[src/rtl/hazard_control_unit_if.sv]
// Signal bundle between the pipeline datapath and the hazard control unit.
// The pipeline side (master) drives hazard sources; the unit (slave) drives register enables.
interface hazard_control_unit_if;
    // All signals are level-sensitive with no valid/ready handshake: the pipeline
    // registers sample the enables at every rising CLK.
    logic [4:0]  ADDR1;
    logic [4:0]  ADDR2;
    logic        RS1_USED;
    logic        RS2_USED;
    logic [6:0]  OPCODE;
    logic [4:0]  EXE_ADDR;
    logic        EXE_MEMREAD;
    logic        EXE_DIV;
    logic        BRANCH_TAKEN;
    logic        IMEM_BUSYWAIT;
    logic        DMEM_BUSYWAIT;

    logic        PC_WRITE;
    logic        IFID_WRITE;
    logic        IDEX_WRITE;
    logic        EXMEM_WRITE;
    logic        MEMWB_WRITE;
    logic        IFID_FLUSH;
    logic        IDEX_FLUSH;
    logic        IDEX_BUBBLE;
    logic        EXMEM_BUBBLE;
    logic        DIV_ACTIVE;
    logic        DBG_STATE;
    logic [15:0] STALL_COUNT;
    logic [15:0] FLUSH_COUNT;

    modport master (
        output ADDR1, ADDR2, RS1_USED, RS2_USED, OPCODE, EXE_ADDR, EXE_MEMREAD,
               EXE_DIV, BRANCH_TAKEN, IMEM_BUSYWAIT, DMEM_BUSYWAIT,
        input  PC_WRITE, IFID_WRITE, IDEX_WRITE, EXMEM_WRITE, MEMWB_WRITE,
               IFID_FLUSH, IDEX_FLUSH, IDEX_BUBBLE, EXMEM_BUBBLE, DIV_ACTIVE,
               DBG_STATE, STALL_COUNT, FLUSH_COUNT
    );

    modport slave (
        input  ADDR1, ADDR2, RS1_USED, RS2_USED, OPCODE, EXE_ADDR, EXE_MEMREAD,
               EXE_DIV, BRANCH_TAKEN, IMEM_BUSYWAIT, DMEM_BUSYWAIT,
        output PC_WRITE, IFID_WRITE, IDEX_WRITE, EXMEM_WRITE, MEMWB_WRITE,
               IFID_FLUSH, IDEX_FLUSH, IDEX_BUBBLE, EXMEM_BUBBLE, DIV_ACTIVE,
               DBG_STATE, STALL_COUNT, FLUSH_COUNT
    );
endinterface

[src/rtl/hazard_control_unit.sv]
// Pipeline hazard controller: busywait freeze, branch flush, divide occupancy and
// load-use bubbles, with saturating stall/flush performance counters.
`ifndef STORE_OPCODE
`define STORE_OPCODE 7'b0100011
`endif

module hazard_control_unit #(
    parameter int DIV_CYCLES = 4
) (
    input logic                  CLK,
    input logic                  RESET,
    hazard_control_unit_if.slave hif
);
    typedef enum logic {RUN = 1'b0, DIV_WAIT = 1'b1} state_t;

    localparam logic [5:0] CNT_INIT = 6'(DIV_CYCLES - 2);

    state_t      state_q, state_d;
    logic [5:0]  cnt_q, cnt_d;
    logic [15:0] stall_cnt_q, stall_cnt_d;
    logic [15:0] flush_cnt_q, flush_cnt_d;
    logic        busy;
    logic        load_use;
    logic        pc_w, ifid_w, idex_w, exmem_w, memwb_w;
    logic        ifid_fl, idex_fl, idex_bub, exmem_bub;

    assign busy = hif.IMEM_BUSYWAIT | hif.DMEM_BUSYWAIT;

    // A store's rs2 is only store data, which is forwarded at MEM, so it never stalls.
    assign load_use = hif.EXE_MEMREAD && (hif.EXE_ADDR != 5'd0) &&
                      ((hif.RS1_USED && (hif.ADDR1 == hif.EXE_ADDR)) ||
                       (hif.RS2_USED && (hif.ADDR2 == hif.EXE_ADDR) &&
                        (hif.OPCODE != `STORE_OPCODE)));

    always_comb begin
        state_d   = state_q;
        cnt_d     = cnt_q;
        pc_w      = 1'b1;
        ifid_w    = 1'b1;
        idex_w    = 1'b1;
        exmem_w   = 1'b1;
        memwb_w   = 1'b1;
        ifid_fl   = 1'b0;
        idex_fl   = 1'b0;
        idex_bub  = 1'b0;
        exmem_bub = 1'b0;
        if (!RESET || busy) begin
            pc_w    = 1'b0;
            ifid_w  = 1'b0;
            idex_w  = 1'b0;
            exmem_w = 1'b0;
            memwb_w = 1'b0;
        end else begin
            unique case (state_q)
                RUN: begin
                    if (hif.BRANCH_TAKEN) begin
                        ifid_fl = 1'b1;
                        idex_fl = 1'b1;
                    end else if (hif.EXE_DIV) begin
                        pc_w      = 1'b0;
                        ifid_w    = 1'b0;
                        idex_w    = 1'b0;
                        exmem_bub = 1'b1;
                        state_d   = DIV_WAIT;
                        cnt_d     = CNT_INIT;
                    end else if (load_use) begin
                        pc_w     = 1'b0;
                        ifid_w   = 1'b0;
                        idex_bub = 1'b1;
                    end
                end
                DIV_WAIT: begin
                    if (cnt_q != 6'd0) begin
                        pc_w      = 1'b0;
                        ifid_w    = 1'b0;
                        idex_w    = 1'b0;
                        exmem_bub = 1'b1;
                        cnt_d     = cnt_q - 6'd1;
                    end else begin
                        state_d = RUN;
                    end
                end
                default: state_d = RUN;
            endcase
        end
    end

    assign stall_cnt_d = (!pc_w && (stall_cnt_q != 16'hFFFF)) ? stall_cnt_q + 16'd1 : stall_cnt_q;
    assign flush_cnt_d = (ifid_fl && (flush_cnt_q != 16'hFFFF)) ? flush_cnt_q + 16'd1 : flush_cnt_q;

    always_ff @(posedge CLK or negedge RESET) begin
        if (!RESET) begin
            state_q     <= RUN;
            cnt_q       <= 6'd0;
            stall_cnt_q <= 16'd0;
            flush_cnt_q <= 16'd0;
        end else begin
            state_q     <= state_d;
            cnt_q       <= cnt_d;
            stall_cnt_q <= stall_cnt_d;
            flush_cnt_q <= flush_cnt_d;
        end
    end

    assign hif.PC_WRITE     = pc_w;
    assign hif.IFID_WRITE   = ifid_w;
    assign hif.IDEX_WRITE   = idex_w;
    assign hif.EXMEM_WRITE  = exmem_w;
    assign hif.MEMWB_WRITE  = memwb_w;
    assign hif.IFID_FLUSH   = ifid_fl;
    assign hif.IDEX_FLUSH   = idex_fl;
    assign hif.IDEX_BUBBLE  = idex_bub;
    assign hif.EXMEM_BUBBLE = exmem_bub;
    assign hif.DIV_ACTIVE   = RESET && (state_q == DIV_WAIT);
    assign hif.DBG_STATE    = state_q;
    assign hif.STALL_COUNT  = stall_cnt_q;
    assign hif.FLUSH_COUNT  = flush_cnt_q;
endmodule

[src/flat_wrapper.sv]
// flat-port wrapper written by rule: the top's interface ports become plain ports
module hazard_control_unit_flat 
#(
    parameter int DIV_CYCLES = 4
)
  (CLK, RESET, hif_ADDR1, hif_ADDR2, hif_RS1_USED, hif_RS2_USED, hif_OPCODE, hif_EXE_ADDR, hif_EXE_MEMREAD, hif_EXE_DIV, hif_BRANCH_TAKEN, hif_IMEM_BUSYWAIT, hif_DMEM_BUSYWAIT, hif_PC_WRITE, hif_IFID_WRITE, hif_IDEX_WRITE, hif_EXMEM_WRITE, hif_MEMWB_WRITE, hif_IFID_FLUSH, hif_IDEX_FLUSH, hif_IDEX_BUBBLE, hif_EXMEM_BUBBLE, hif_DIV_ACTIVE, hif_DBG_STATE, hif_STALL_COUNT, hif_FLUSH_COUNT);
  hazard_control_unit_if hif_i ();
  input logic CLK;
  input logic RESET;
  input wire logic [$bits(hif_i.ADDR1)-1:0] hif_ADDR1;
  input wire logic [$bits(hif_i.ADDR2)-1:0] hif_ADDR2;
  input wire logic [$bits(hif_i.RS1_USED)-1:0] hif_RS1_USED;
  input wire logic [$bits(hif_i.RS2_USED)-1:0] hif_RS2_USED;
  input wire logic [$bits(hif_i.OPCODE)-1:0] hif_OPCODE;
  input wire logic [$bits(hif_i.EXE_ADDR)-1:0] hif_EXE_ADDR;
  input wire logic [$bits(hif_i.EXE_MEMREAD)-1:0] hif_EXE_MEMREAD;
  input wire logic [$bits(hif_i.EXE_DIV)-1:0] hif_EXE_DIV;
  input wire logic [$bits(hif_i.BRANCH_TAKEN)-1:0] hif_BRANCH_TAKEN;
  input wire logic [$bits(hif_i.IMEM_BUSYWAIT)-1:0] hif_IMEM_BUSYWAIT;
  input wire logic [$bits(hif_i.DMEM_BUSYWAIT)-1:0] hif_DMEM_BUSYWAIT;
  output wire logic [$bits(hif_i.PC_WRITE)-1:0] hif_PC_WRITE;
  output wire logic [$bits(hif_i.IFID_WRITE)-1:0] hif_IFID_WRITE;
  output wire logic [$bits(hif_i.IDEX_WRITE)-1:0] hif_IDEX_WRITE;
  output wire logic [$bits(hif_i.EXMEM_WRITE)-1:0] hif_EXMEM_WRITE;
  output wire logic [$bits(hif_i.MEMWB_WRITE)-1:0] hif_MEMWB_WRITE;
  output wire logic [$bits(hif_i.IFID_FLUSH)-1:0] hif_IFID_FLUSH;
  output wire logic [$bits(hif_i.IDEX_FLUSH)-1:0] hif_IDEX_FLUSH;
  output wire logic [$bits(hif_i.IDEX_BUBBLE)-1:0] hif_IDEX_BUBBLE;
  output wire logic [$bits(hif_i.EXMEM_BUBBLE)-1:0] hif_EXMEM_BUBBLE;
  output wire logic [$bits(hif_i.DIV_ACTIVE)-1:0] hif_DIV_ACTIVE;
  output wire logic [$bits(hif_i.DBG_STATE)-1:0] hif_DBG_STATE;
  output wire logic [$bits(hif_i.STALL_COUNT)-1:0] hif_STALL_COUNT;
  output wire logic [$bits(hif_i.FLUSH_COUNT)-1:0] hif_FLUSH_COUNT;
  assign hif_i.ADDR1 = hif_ADDR1;
  assign hif_i.ADDR2 = hif_ADDR2;
  assign hif_i.RS1_USED = hif_RS1_USED;
  assign hif_i.RS2_USED = hif_RS2_USED;
  assign hif_i.OPCODE = hif_OPCODE;
  assign hif_i.EXE_ADDR = hif_EXE_ADDR;
  assign hif_i.EXE_MEMREAD = hif_EXE_MEMREAD;
  assign hif_i.EXE_DIV = hif_EXE_DIV;
  assign hif_i.BRANCH_TAKEN = hif_BRANCH_TAKEN;
  assign hif_i.IMEM_BUSYWAIT = hif_IMEM_BUSYWAIT;
  assign hif_i.DMEM_BUSYWAIT = hif_DMEM_BUSYWAIT;
  assign hif_PC_WRITE = hif_i.PC_WRITE;
  assign hif_IFID_WRITE = hif_i.IFID_WRITE;
  assign hif_IDEX_WRITE = hif_i.IDEX_WRITE;
  assign hif_EXMEM_WRITE = hif_i.EXMEM_WRITE;
  assign hif_MEMWB_WRITE = hif_i.MEMWB_WRITE;
  assign hif_IFID_FLUSH = hif_i.IFID_FLUSH;
  assign hif_IDEX_FLUSH = hif_i.IDEX_FLUSH;
  assign hif_IDEX_BUBBLE = hif_i.IDEX_BUBBLE;
  assign hif_EXMEM_BUBBLE = hif_i.EXMEM_BUBBLE;
  assign hif_DIV_ACTIVE = hif_i.DIV_ACTIVE;
  assign hif_DBG_STATE = hif_i.DBG_STATE;
  assign hif_STALL_COUNT = hif_i.STALL_COUNT;
  assign hif_FLUSH_COUNT = hif_i.FLUSH_COUNT;
  hazard_control_unit #(.DIV_CYCLES(DIV_CYCLES)) u_core (.CLK(CLK), .RESET(RESET), .hif(hif_i));
endmodule
[config.mk]
export PLATFORM = sky130hd
export DESIGN_NAME = hazard_control_unit_flat
export DESIGN_NICKNAME = d
export VERILOG_FILES = /design/src/rtl/hazard_control_unit_if.sv /design/src/rtl/hazard_control_unit.sv /design/src/flat_wrapper.sv
export SDC_FILE = /design/constraint.sdc
export NUM_CORES = 1
export LEC_CHECK = 0
export CAP_MARGIN = 40
export CORE_MARGIN = 3
export CORE_UTILIZATION = 40
export CTS_CLUSTER_DIAMETER = 50
export CTS_CLUSTER_SIZE = 30
export DETAILED_ROUTE_END_ITERATION = 8
export PLACE_DENSITY = 0.86
export SLEW_MARGIN = 20
export SYNTH_ARGS = -nofsm -noshare
export SYNTH_HDL_FRONTEND = slang
export SYNTH_SLANG_ARGS = --single-unit
[constraint.sdc]
create_clock -name CLK -period 1.9 [get_ports CLK]
set_clock_uncertainty 0.05 [all_clocks]
set_input_delay 0.19 -clock CLK [delete_from_list [all_inputs] [get_ports CLK]]
set_output_delay 0.19 -clock CLK [all_outputs]
set_load 0.02 [all_outputs]
==> impl_metrics.py <==
metrics = {
    "cells_and_area": {
        "mostFrequentLayoutCell": "buf_4",
        "instances_no_fill": 395,
        "mostFrequentLayoutCells": "buf_4, clkdlybuf4s50_1, dfrtp_1",
        "seq_area_um2": 977,
        "finalNetCount": 361,
        "antenna_cells": 0,
        "nFillCells": 380,
        "syn2layout_area_growth_pct": 65.6,
        "drive_above_1_share": 0.320,
        "multi_input_area_um2": 1230,
        "fin_area_um2": 3490,
    },
    "sta": {
        "period_needed_ps": 1910,
        "max_freq_ghz": 0.524,
        "hold_viol": 0,
        "fin_crit_sh": 1.00,
        "slew_violations": 0,
        "rsz0062_at_grt": "yes",
        "final.setup.tns_ps": -11.2,
        "holdWs_ps": 431,
        "slew_headroom": 0.672,
        "worst_slew_pin_slew_ps": 492,
        "setup_viol_count_final": 2,
        "fin_ws_ps": -8.36,
    },
    "status": {
        "outcome": "complete, but fails checks",
        "violations": "negative setup slack",
    },
    "yosys": {
        "ys_seq_area_frac": 0.463,
        "synth_area_per_cell_um2": 10.4,
        "synth_cell_types": 39,
        "syn_area_um2": 2110,
        "ys_ff_latch": 39,
        "syn_inst": 202,
        "yosysWarnings": 0,
        "syn_nets": 236,
    },
    "placement": {
        "dpl_cell_area_um2": 3190,
        "dp_slack_ps": -643,
        "dp_cells": 378,
        "finalWeightedCongestion": 0.811,
        "hpwl_mm": 4.38,
        "io_buffers": 73,
    },
    "worst_setup_path": {
        "worstPathRequired_ps": 1660,
        "worst-path-max-fanout": 3,
        "setup.worst_path.class": "flip-flop to output port",
        "crit_arrival_ps": 1670,
        "endpoint_kind": "output port",
        "startpoint_type": "flip-flop",
    },
    "global_route": {
        "track_usage": 0.196,
        "first_global_vias": 2080,
        "grt-busiest-layer": "met2",
        "grt_first_pass_wirelength_mm": 9.76,
        "grt_max_degree": 40,
        "use_met1": 0.241,
        "use_met2": 0.362,
        "grtUsageMet3": 0.0390,
        "overflow": 0,
        "antenna_found_initial": 0,
    },
    "route": {
        "vias": 1978,
        "postRouteAntennaNets": 0,
        "drcViolationCount": 0,
        "routed_wl_mm": 6.21,
        "vias_per_cell": 5.01,
        "first_pass_iters": 4,
        "wl_per_cell_um": 15.7,
        "drt_iter0_markers": 78,
    },
    "clock_network": {
        "cts_max_path_buffers": 2,
        "cts-root-buf": "clkbuf_8",
        "clock_latency_ps": 290,
        "cts_buffers": 5,
        "cts_sinks": 39,
        "clk_pin_slew_ps": 80,
        "cts_tree": "built",
        "htree_levels": 2,
    },
    "power_and_ir_drop": {
        "p_seq_frac": 0.351,
        "p_sw_mw": 1.14,
        "swShare": 0.347,
        "power.internal_mw": 2.15,
        "p_per_area_nw_per_um2": 944,
        "irDropWorstVdd_mv": 0.865,
        "p_comb_frac": 0.439,
        "p_leak_nw": 1.64,
        "pwr-share-clk": 0.210,
    },
    "die": {
        "ios": 74,
        "dieHeight_um": 78.6,
        "start_util": 0.430,
        "rows": 25,
        "die_x_um": 78.6,
        "die-area_um2": 6180,
        "core_um2": 4910,
    },
    "flow_run": {
        "max-cap-violations": 0,
    },
    "min_path": {
        "hp-class": "primary input to flip-flop",
    },
}
[worst max-delay path, stage by stage (launching register included)]
cell	delay, ps
dfrtp_1	400
inv_1	80
ha_2	190
nand3_2	70
nand2_2	80
and3_4	210
o21a_4	160
buf_6	90
buf_6	100
[sequential cells by signal, summed over array words and instances, names as in the netlist]
register and cells:
u_core.hif.FLUSH_COUNT 16, u_core.cnt_q 6, u_core.hif.STALL_COUNT 16, u_core.hif.DBG_STATE 1
[synth_stat cells, drive strengths merged]
master  number  area [um2]
a21oi        2        10.0
a31oi        1        12.5
a41oi        1        16.3
and2         2        12.5
and3        10        62.6
and4         2        17.5
buf          4        33.8
clkbuf       1        3.75
dfrtp       39         976
ha           3        37.5
inv          5        18.8
mux2         3        33.8
nand2       21        78.8
nand2b       1        6.26
nand3       12        75.1
nand3b       1        7.51
nand4       10        75.1
nand4b       1        8.76
nor2        23        86.3
nor3         3        20.0
nor4         6        65.1
nor4b        1        8.76
o211ai       1        12.5
o21a         1        15.0
o21ai        1        5.00
o22ai        1        12.5
o32a         1        10.0
or2          1        6.26
or3          1        6.26
or4          1        7.51
xnor2       20         175
xor2        22         193
[power groups by stage]
stage / combinational [mW] / sequential, mW / clock, mW
2_1_floorplan: 0.449 / 1.34 / 0
3_3_place_gp: 1.31 / 1.15 / 0
3_5_place_dp: 1.36 / 1.16 / 0
4_1_cts: 1.38 / 1.15 / 0.707
5_1_grt: 1.57 / 1.18 / 0.739
6_report: 1.45 / 1.16 / 0.692
[what timing repair did]
action,in CTS,in global routing
gates cloned,1,0
setup endpoints to repair,22,34
pin swaps,10,13
resized for setup,56,35
hold endpoints to repair,39,0
setup buffers,1,6
hold buffers,1,0
[kinds of logic after synthesis]
logic type	Yosys count	synth area share
multiplexers	3	0.0160
buffers and inverters	10	0.0267
XOR/XNOR	42	0.174
adder cells (fa/ha/maj)	3	0.0178
flip-flops	39	0.463
AND/OR/NAND/NOR	96	0.258
AO/OA/AOI/OAI	9	0.0445
[per-stage QoR]
step                      power [mW]   util
after floorplan                 1.79      -
after global placement          2.46  0.650
after detailed placement        2.52  0.650
after CTS                       3.24  0.687
after global routing            3.49  0.711
final                           3.30  0.711
[routing by layer]
| layer | vias up | wire [um] |
|---|---|---|
| li1 | 941 | - |
| met2 | 48 | 3440 |
| met1 | 985 | 2510 |
| met3 | 4 | 228 |
| met4 | 0 | 28 |
| met5 | - | 0 |
[worst paths after layout]
path	from	end	slack, ps	cells past startpoint
hold reg to reg	u_core.hif.STALL_COUNT[6]	u_core.hif.STALL_COUNT[6]	460	1
min in group asynchronous	RESET	u_core.hif.DBG_STATE	480	3
hold / removal	RESET	u_core.cnt_q[0]	430	6
setup / recovery	u_core.cnt_q[1]	hif_IFID_WRITE	-8	8
max in group asynchronous	RESET	u_core.hif.STALL_COUNT[4]	940	3
setup reg to reg	u_core.cnt_q[1]	u_core.hif.STALL_COUNT[1]	0	9
[area by class of cell]
cell class / instances / area share
Multi-Input combinational cell: 153 / 0.353
Timing Repair Buffer: 123 / 0.306
Sequential cell: 39 / 0.280
Tap cell: 67 / 0.0240
Clock buffer: 5 / 0.0197
Clock inverter: 3 / 0.0125
Inverter: 5 / 0.00537
Power figures use the tool's default switching activity.
